**config.mk**
```make
export PLATFORM = sky130hd
export DESIGN_NAME = semaphore_datapath
export DESIGN_NICKNAME = d
export VERILOG_FILES = /design/src/rtl/semaphore_pkg.sv /design/src/rtl/semaphore_timer.sv /design/src/rtl/semaphore_datapath.sv
export SDC_FILE = /design/constraint.sdc
export NUM_CORES = 1
export LEC_CHECK = 0
export CELL_PAD_IN_SITES_DETAIL_PLACEMENT = 1
export CELL_PAD_IN_SITES_GLOBAL_PLACEMENT = 1
export CORE_MARGIN = 4
export CORE_UTILIZATION = 40
export CTS_CLUSTER_SIZE = 24
export DETAILED_ROUTE_END_ITERATION = 7
export PLACE_DENSITY_LB_ADDON = 0.1
export SYNTH_ARGS = -nofsm -noshare
export SYNTH_HDL_FRONTEND = slang
export SYNTH_SLANG_ARGS = --single-unit
```
**constraint.sdc**
```tcl
create_clock -name clk -period 4.5 [get_ports clk]
set_input_delay 0.45 -clock clk [delete_from_list [all_inputs] [get_ports clk]]
set_output_delay 0.45 -clock clk [all_outputs]
set_load 0.02 [all_outputs]
```
**src/rtl/semaphore_pkg.sv**
```systemverilog
// semaphore_pkg: default cycle constants for the 50 MHz board and a counter-width helper
package semaphore_pkg;
  localparam int CYC_5S = 250_000_000;
  localparam int CYC_7S = 350_000_000;
  localparam int CYC_05S = 25_000_000;
  localparam int DEBOUNCE_CYC = 500_000;
  localparam int MIN_GREEN_CYC = 50_000_000;
  function automatic int cw(input int n);
    return n > 1 ? $clog2(n) : 1;
  endfunction
endpackage

```
**src/rtl/semaphore_timer.sv**
```systemverilog
// semaphore_timer: saturating phase timer, counts to N-1 while load is high
// ports: clk, rst (async, active-high), load (count enable), clear (has priority),
//        cnt (current count), fim (count saturated at N-1)
module semaphore_timer
  import semaphore_pkg::*;
#(
  parameter int N = 2
) (
  input  logic             clk,
  input  logic             rst,
  input  logic             load,
  input  logic             clear,
  output logic [cw(N)-1:0] cnt,
  output logic             fim
);
  localparam int W = cw(N);
  localparam logic [W-1:0] LAST = W'(N - 1);
  always_ff @(posedge clk or posedge rst)
    if (rst) cnt <= '0;
    else if (clear) cnt <= '0;
    else if (load && cnt != LAST) cnt <= cnt + 1'b1;
  assign fim = cnt == LAST;
endmodule

```
**src/rtl/semaphore_datapath.sv**
```systemverilog
// semaphore_datapath: phase timers plus pedestrian button synchroniser, debouncer and request latch
// ports: clk, rst (async, active-high), ped_btn (raw button), load_/clear_Reg{5s,7s,05s}
//        (timer strobes from the controller), fim_{5s,7s,05s} (timer expired),
//        pedestrian (pending request, shown only after minimum green)
module semaphore_datapath #(
  parameter int CYC_5S = semaphore_pkg::CYC_5S,
  parameter int CYC_7S = semaphore_pkg::CYC_7S,
  parameter int CYC_05S = semaphore_pkg::CYC_05S,
  parameter int DEBOUNCE_CYC = semaphore_pkg::DEBOUNCE_CYC,
  parameter int MIN_GREEN_CYC = semaphore_pkg::MIN_GREEN_CYC
) (
  input  logic clk,
  input  logic rst,
  input  logic ped_btn,
  input  logic load_Reg5s,
  input  logic clear_Reg5s,
  input  logic load_Reg7s,
  input  logic clear_Reg7s,
  input  logic load_Reg05s,
  input  logic clear_Reg05s,
  output logic fim_5s,
  output logic fim_7s,
  output logic fim_05s,
  output logic pedestrian
);
  import semaphore_pkg::*;
  localparam int W5 = cw(CYC_5S);
  localparam int W7 = cw(CYC_7S);
  localparam int W05 = cw(CYC_05S);
  localparam int DW = cw(DEBOUNCE_CYC);
  localparam logic [DW-1:0] DLAST = DW'(DEBOUNCE_CYC - 1);
  localparam logic [W7-1:0] MIN_G = W7'(MIN_GREEN_CYC - 1);
  logic [W5-1:0] cnt5;
  logic [W7-1:0] cnt7;
  logic [W05-1:0] cnt05;
  logic s1, s2, db, req;
  logic [DW-1:0] dcnt;
  logic db_rise;
  logic unused_cnt;
  semaphore_timer #(.N(CYC_5S)) u_t5 (
    .clk(clk), .rst(rst), .load(load_Reg5s), .clear(clear_Reg5s), .cnt(cnt5), .fim(fim_5s)
  );
  semaphore_timer #(.N(CYC_7S)) u_t7 (
    .clk(clk), .rst(rst), .load(load_Reg7s), .clear(clear_Reg7s), .cnt(cnt7), .fim(fim_7s)
  );
  semaphore_timer #(.N(CYC_05S)) u_t05 (
    .clk(clk), .rst(rst), .load(load_Reg05s), .clear(clear_Reg05s), .cnt(cnt05), .fim(fim_05s)
  );
  assign unused_cnt = ^{cnt5, cnt05};
  // the accepting edge of a 0->1 debounced transition
  assign db_rise = s2 && !db && dcnt == DLAST;
  always_ff @(posedge clk or posedge rst)
    if (rst) begin
      s1 <= 1'b0;
      s2 <= 1'b0;
      db <= 1'b0;
      dcnt <= '0;
      req <= 1'b0;
    end else begin
      s1 <= ped_btn;
      s2 <= s1;
      if (s2 == db) dcnt <= '0;
      else if (dcnt == DLAST) begin
        db <= s2;
        dcnt <= '0;
      end else dcnt <= dcnt + 1'b1;
      // servicing (yellow) beats a press landing on the same edge
      req <= load_Reg05s ? 1'b0 : db_rise ? 1'b1 : req;
    end
  assign pedestrian = req && load_Reg7s && cnt7 >= MIN_G;
endmodule

```
# After elaboration in Yosys (flattened, before gate mapping)
# Cells that the tools add are included.
# op_classes
add_sub_neg	4
order_cmp	1
eq_ne	8
n_mux	10
n_bitwise	1
n_reduce_logical	13
# op_table
op	n
$mux 29	2
$mux 28	2
$mux 25	2
$mux 19	2
$add 29x1->29 const B	1
$eq 29x29->1 const B	1
$ge 29x26->1 const B	1
$ne 29x29->1 const B	1
$add 28x1->28 const B	1
$eq 28x28->1 const B	1
$ne 28x28->1 const B	1
$add 25x1->25 const B	1
$eq 25x25->1 const B	1
$ne 25x25->1 const B	1
$add 19x1->19 const B	1
$eq 19x19->1 const B	1
$reduce_bool 2->1	4
$logic_and 1x1->1	7
$mux 1	2
$reduce_and 2->1	1
$eq 1x1->1	1
$logic_not 1->1	1
$not 1->1	1
# word_totals
reg_bits	105

# Longest topological paths before layout
# logic_depth
word_depth	5
depth_mapped	8
mapped_depth_nobuf	6

# By module
# Synthesis repeated with hierarchy kept, for this count alone.
# unflattened
hier_cells	594
area_unflattened_um2	5667.9
# by_module_without_submodules
module	n_inst	cells_per_inst	area_each_um2	seq_area_each_um2
semaphore_timer at u_t5	1	162	1579.0	700.7
semaphore_timer at u_t7	1	158	1525.2	725.7
semaphore_timer at u_t05	1	146	1357.6	625.6
semaphore_datapath	1	128	1206.2	575.6

# Worst setup path after synthesis
# Ideal clock, no wire load.
# synth_path
path_type	reg-to-output
start	register u_t7.cnt[0]
end	output pedestrian
t_arrival_ns	1.771
required_ns	4.050
path_slack_ns	2.279
path_stages_with_launch	7
cell_sequence	dfrtp_1 > ha_1 > nand4_2 > or2_2 > and3_1 > o41ai_1 > and3_1
# synth_via
elab_chain_cells	2
# synth_rtl
item	line_no	text
start, declared	semaphore_timer.sv:13	output logic [cw(N)-1:0] cnt,
start signal, assigned	semaphore_timer.sv:21	else if (load && cnt != LAST) cnt <= cnt + 1'b1;
$ge 29x26->1	semaphore_datapath.sv:70	assign pedestrian = req && load_Reg7s && cnt7 >= MIN_G;
$logic_and 1x1->1	semaphore_datapath.sv:70	
end, declared	semaphore_datapath.sv:24	output logic pedestrian
# No other way between the ends.

# Final worst setup path
# Same ends and word-level chain as after synthesis.

==> impl_results.md <==
* Status: complete, no violations
* Area of the multi-input gates at 2940 um2
* Hold Crit Class: reg -> reg
* Postcts setup bufs at 0
* Worst Setup EP: pedestrian
* Largest net degree at the start of global routing at 86
* TritonCTS Buffers at 9
* Fin nets at roughly 620
* H-tree levels at 3
* P&R area growth vs syn at 8.93%
* Synth Flop Type: dfrtp_1
* Slowest cell on crit path: clkdlybuf4s50_1
* Startpoint of the worst hold path: s1
* Fillers at between 1500 and 2000
* Root Driver: clkbuf_16
* Clk sinks at 105
* Die Y at 128 um
* Grt total ovfl at 0
* Global Route Usage Sum at 0.172
* Iteration-0 DRC count of the detailed router at 217
* R2R Path End: u_t05.cnt[1]
* Total power draw at 1.79 mW
* Part of the Yosys area used for sequential elements at 0.458
* Dpl cells at around 780
* Clock buffer depth at 2
* I/O Buffers at 12
* Hold Buf Count CTS at 0
* Pwr per Cell Area at 286 nW/um2
* Mapped Area at 5740 um2
* Clock Latency Late Sink at 0.35 ns
* CTS clk-pin slew, worst paths at 0.07 ns
* Syn Area/Cell at 9.48 um2
* Core box area at 14000 um2
* WL final at 13000 um
* Post-layout util at 0.447
* DR DRC count at 0
* Area leader, netlist: dfrtp_1
* Final instance area at roughly 6300 um2
* CTS tree: done
* Remaining antenna violation count at 0
* CP max stage delay at 0.61 ns
* Final worst setup slack at 1.24 ns
* CP startpoint: u_t7.cnt[0]
* Crit path max fanout at 5
* CP dominant cell by count: and3_1
* First-pass GRT wire length at 23300 um
* Setup Viol. Count Final at 0
* Synth cell types at 65
* Post-CTS Resized at 0
* Antenna cell count at 0
* RSZ-0062 raised after global routing: no
* Routed wire per std cell at 16.3 um
* Slew Viols, Final at 0
* Area after DPL at around 6000 um2
* Row count at 43
* FMAX at between 300 and 400 MHz
* Gp weighted congestion at around 0.79
* R2r startpoint: u_t05.cnt[0]
* Setup CP Type: reg -> out
* Flop2flop setup slack at 1.94 ns
* Worst-Margin Slew at ~1.2 ns
* CP startpoint kind: flip-flop
* CP required at slightly above 4 ns
* Peak VDD IR at 0.207 mV
* Share of Yosys cell area claimed by the top area cell type at 0.458
* Worst slack at placement at 1.58 ns
* Die width at 128 um
* EDFF count, synth at 0
* Final Hold Viols at 0
* Worst Path Arrival at ~2.8 ns
* Final min period at roughly 3.3 ns
* Synth top area cells: dfrtp_1, nor2_1, xnor2_1
* Synthesized instance count at 606
* Sum Neg Setup Slack at 0 ns
* Final cell count without fillers at 794
* Hold_ws at 0.358 ns
* Reg area at 2630 um2
* Critical Path Sink Type: output port
* Max_cap viols at 0
* Period utilization at 0.724
* Leak pwr at between 2 and 3 nW
* Die area at 16300 um2
* Initial core utilization at 0.411
* Initial antenna violation count at 0
* DR pass1 iterations at 4
* Vias at 4418
* Synth Net Count at 620
* # IOs at 13
* Vias in the first global route at 4685
* Layout cells sized above 1 at 0.0765
* Max_slew headroom at 0.216
* Post-DP HPWL at 8840 um
* Final setup skew at 0.00751 ns
* Cells along the critical path: ha_1, nand4_2, or2_2, and3_1, o41ai_1, and3_1, clkdlybuf4s50_1
* FFs w/ async S/R, synth at 1.00
* Vias/cell at 5.56
* Post-synthesis register bit count at approximately 110
* Worst r2r path cells at 7
* Yosys warning count at 0
==> registers in the layout, summed over array words and instances, names as in the netlist <==
register / cells
db: 1
dcnt: 19
u_t7.cnt: 29
s2: 1
s1: 1
u_t5.cnt: 28
u_t05.cnt: 25
req: 1
==> worst min-delay path by stage <==
| stage | endpoint | slack [ns] | cells past startpoint |
|---|---|---|---|
| CTS | s2 | 0.36 | 0 |
| detailed placement | s2 | 0.35 | 0 |
| floorplan | s2 | 0.33 | 0 |
| global route | s2 | 0.38 | 0 |
| global placement | s2 | 0.33 | 0 |
| finish | s2 | 0.36 | 0 |
==> report_power, final <==
part	leakage, nW	total [mW]	switching (mW)	internal, mW
logic	0.924	0.0753	0.0537	0.0216
clock network	0.135	0.753	0.363	0.389
registers	1.46	0.961	0.00965	0.952
total	2.52	1.79	0.427	1.36
==> placed cells by master, fill, tap and decap left out, types with 5 or more instances in the layout <==
cell,count
nand4_1,26
xor2_1,29
o31ai_1,6
and4_1,10
ha_1,5
inv_1,10
nor4_1,10
nand3_1,32
o21ai_0,15
clkdlybuf4s50_1,12
or3_1,16
xnor2_1,37
a21oi_1,25
and3_1,17
nand2_1,42
o211ai_1,6
or4_1,9
nor2b_1,10
dfrtp_1,105
clkbuf_16,9
nor2_1,92
nor3_1,19
==> worst max-delay path: cells and delay by family (launching register included) <==
family                     cells  cell delay [ns]
DFF                            1             0.39
and+or+nand+nor                4             0.94
buffers and inverters          1             0.61
adders and majority gates      1             0.23
AOI/OAI and AO/OA              1             0.28
==> routing by layer <==
| layer | wire [um] | vias to the layer above | GRT usage | share of wire |
|---|---|---|---|---|
| li1 | - | 2165 | - | - |
| met1 | 6370 | 2206 | 0.231 | 0.49 |
| met2 | 6130 | 32 | 0.283 | 0.47 |
| met3 | 259 | 15 | 0.0333 | 0.020 |
| met4 | 214 | 0 | 0.0531 | 0.016 |
| met5 | 0 | - | 0 | 0 |
==> cell type report <==
cell class              count  area share
clock inverters             5     0.00500
multi-input cells         466       0.469
repair buffers             16      0.0240
flip-flops and latches    105       0.420
well taps                 180      0.0360
inverters                  11     0.00700
clock buffers              11      0.0388
==> cells in the mapped netlist, types with 5 or more instances <==
library cell / count
dfrtp_1: 105
nor2_1: 92
nand2_1: 42
xnor2_1: 37
nand3_1: 32
xor2_1: 29
nand4_1: 26
a21oi_1: 25
nor3_1: 19
and3_1: 17
or3_1: 16
o21ai_0: 15
clkbuf_1: 14
inv_1: 11
and4_1: 10
nor2b_1: 10
nor4_1: 10
or4_1: 9
o211ai_1: 6
o31ai_1: 6
ha_1: 5
==> cells by family (layout without fill, tap and decap cells) <==
family / after synthesis / count (layout) / synth area share
simple gates: 322 / 322 / 0.314
fa+ha+maj: 5 / 5 / 0.0109
compound gates: 68 / 68 / 0.0752
flops: 105 / 105 / 0.458
xor+xnor: 66 / 66 / 0.101
buf+inv: 35 / 43 / 0.0314
mux: 5 / 5 / 0.0105
Power figures use the tool's default switching activity.
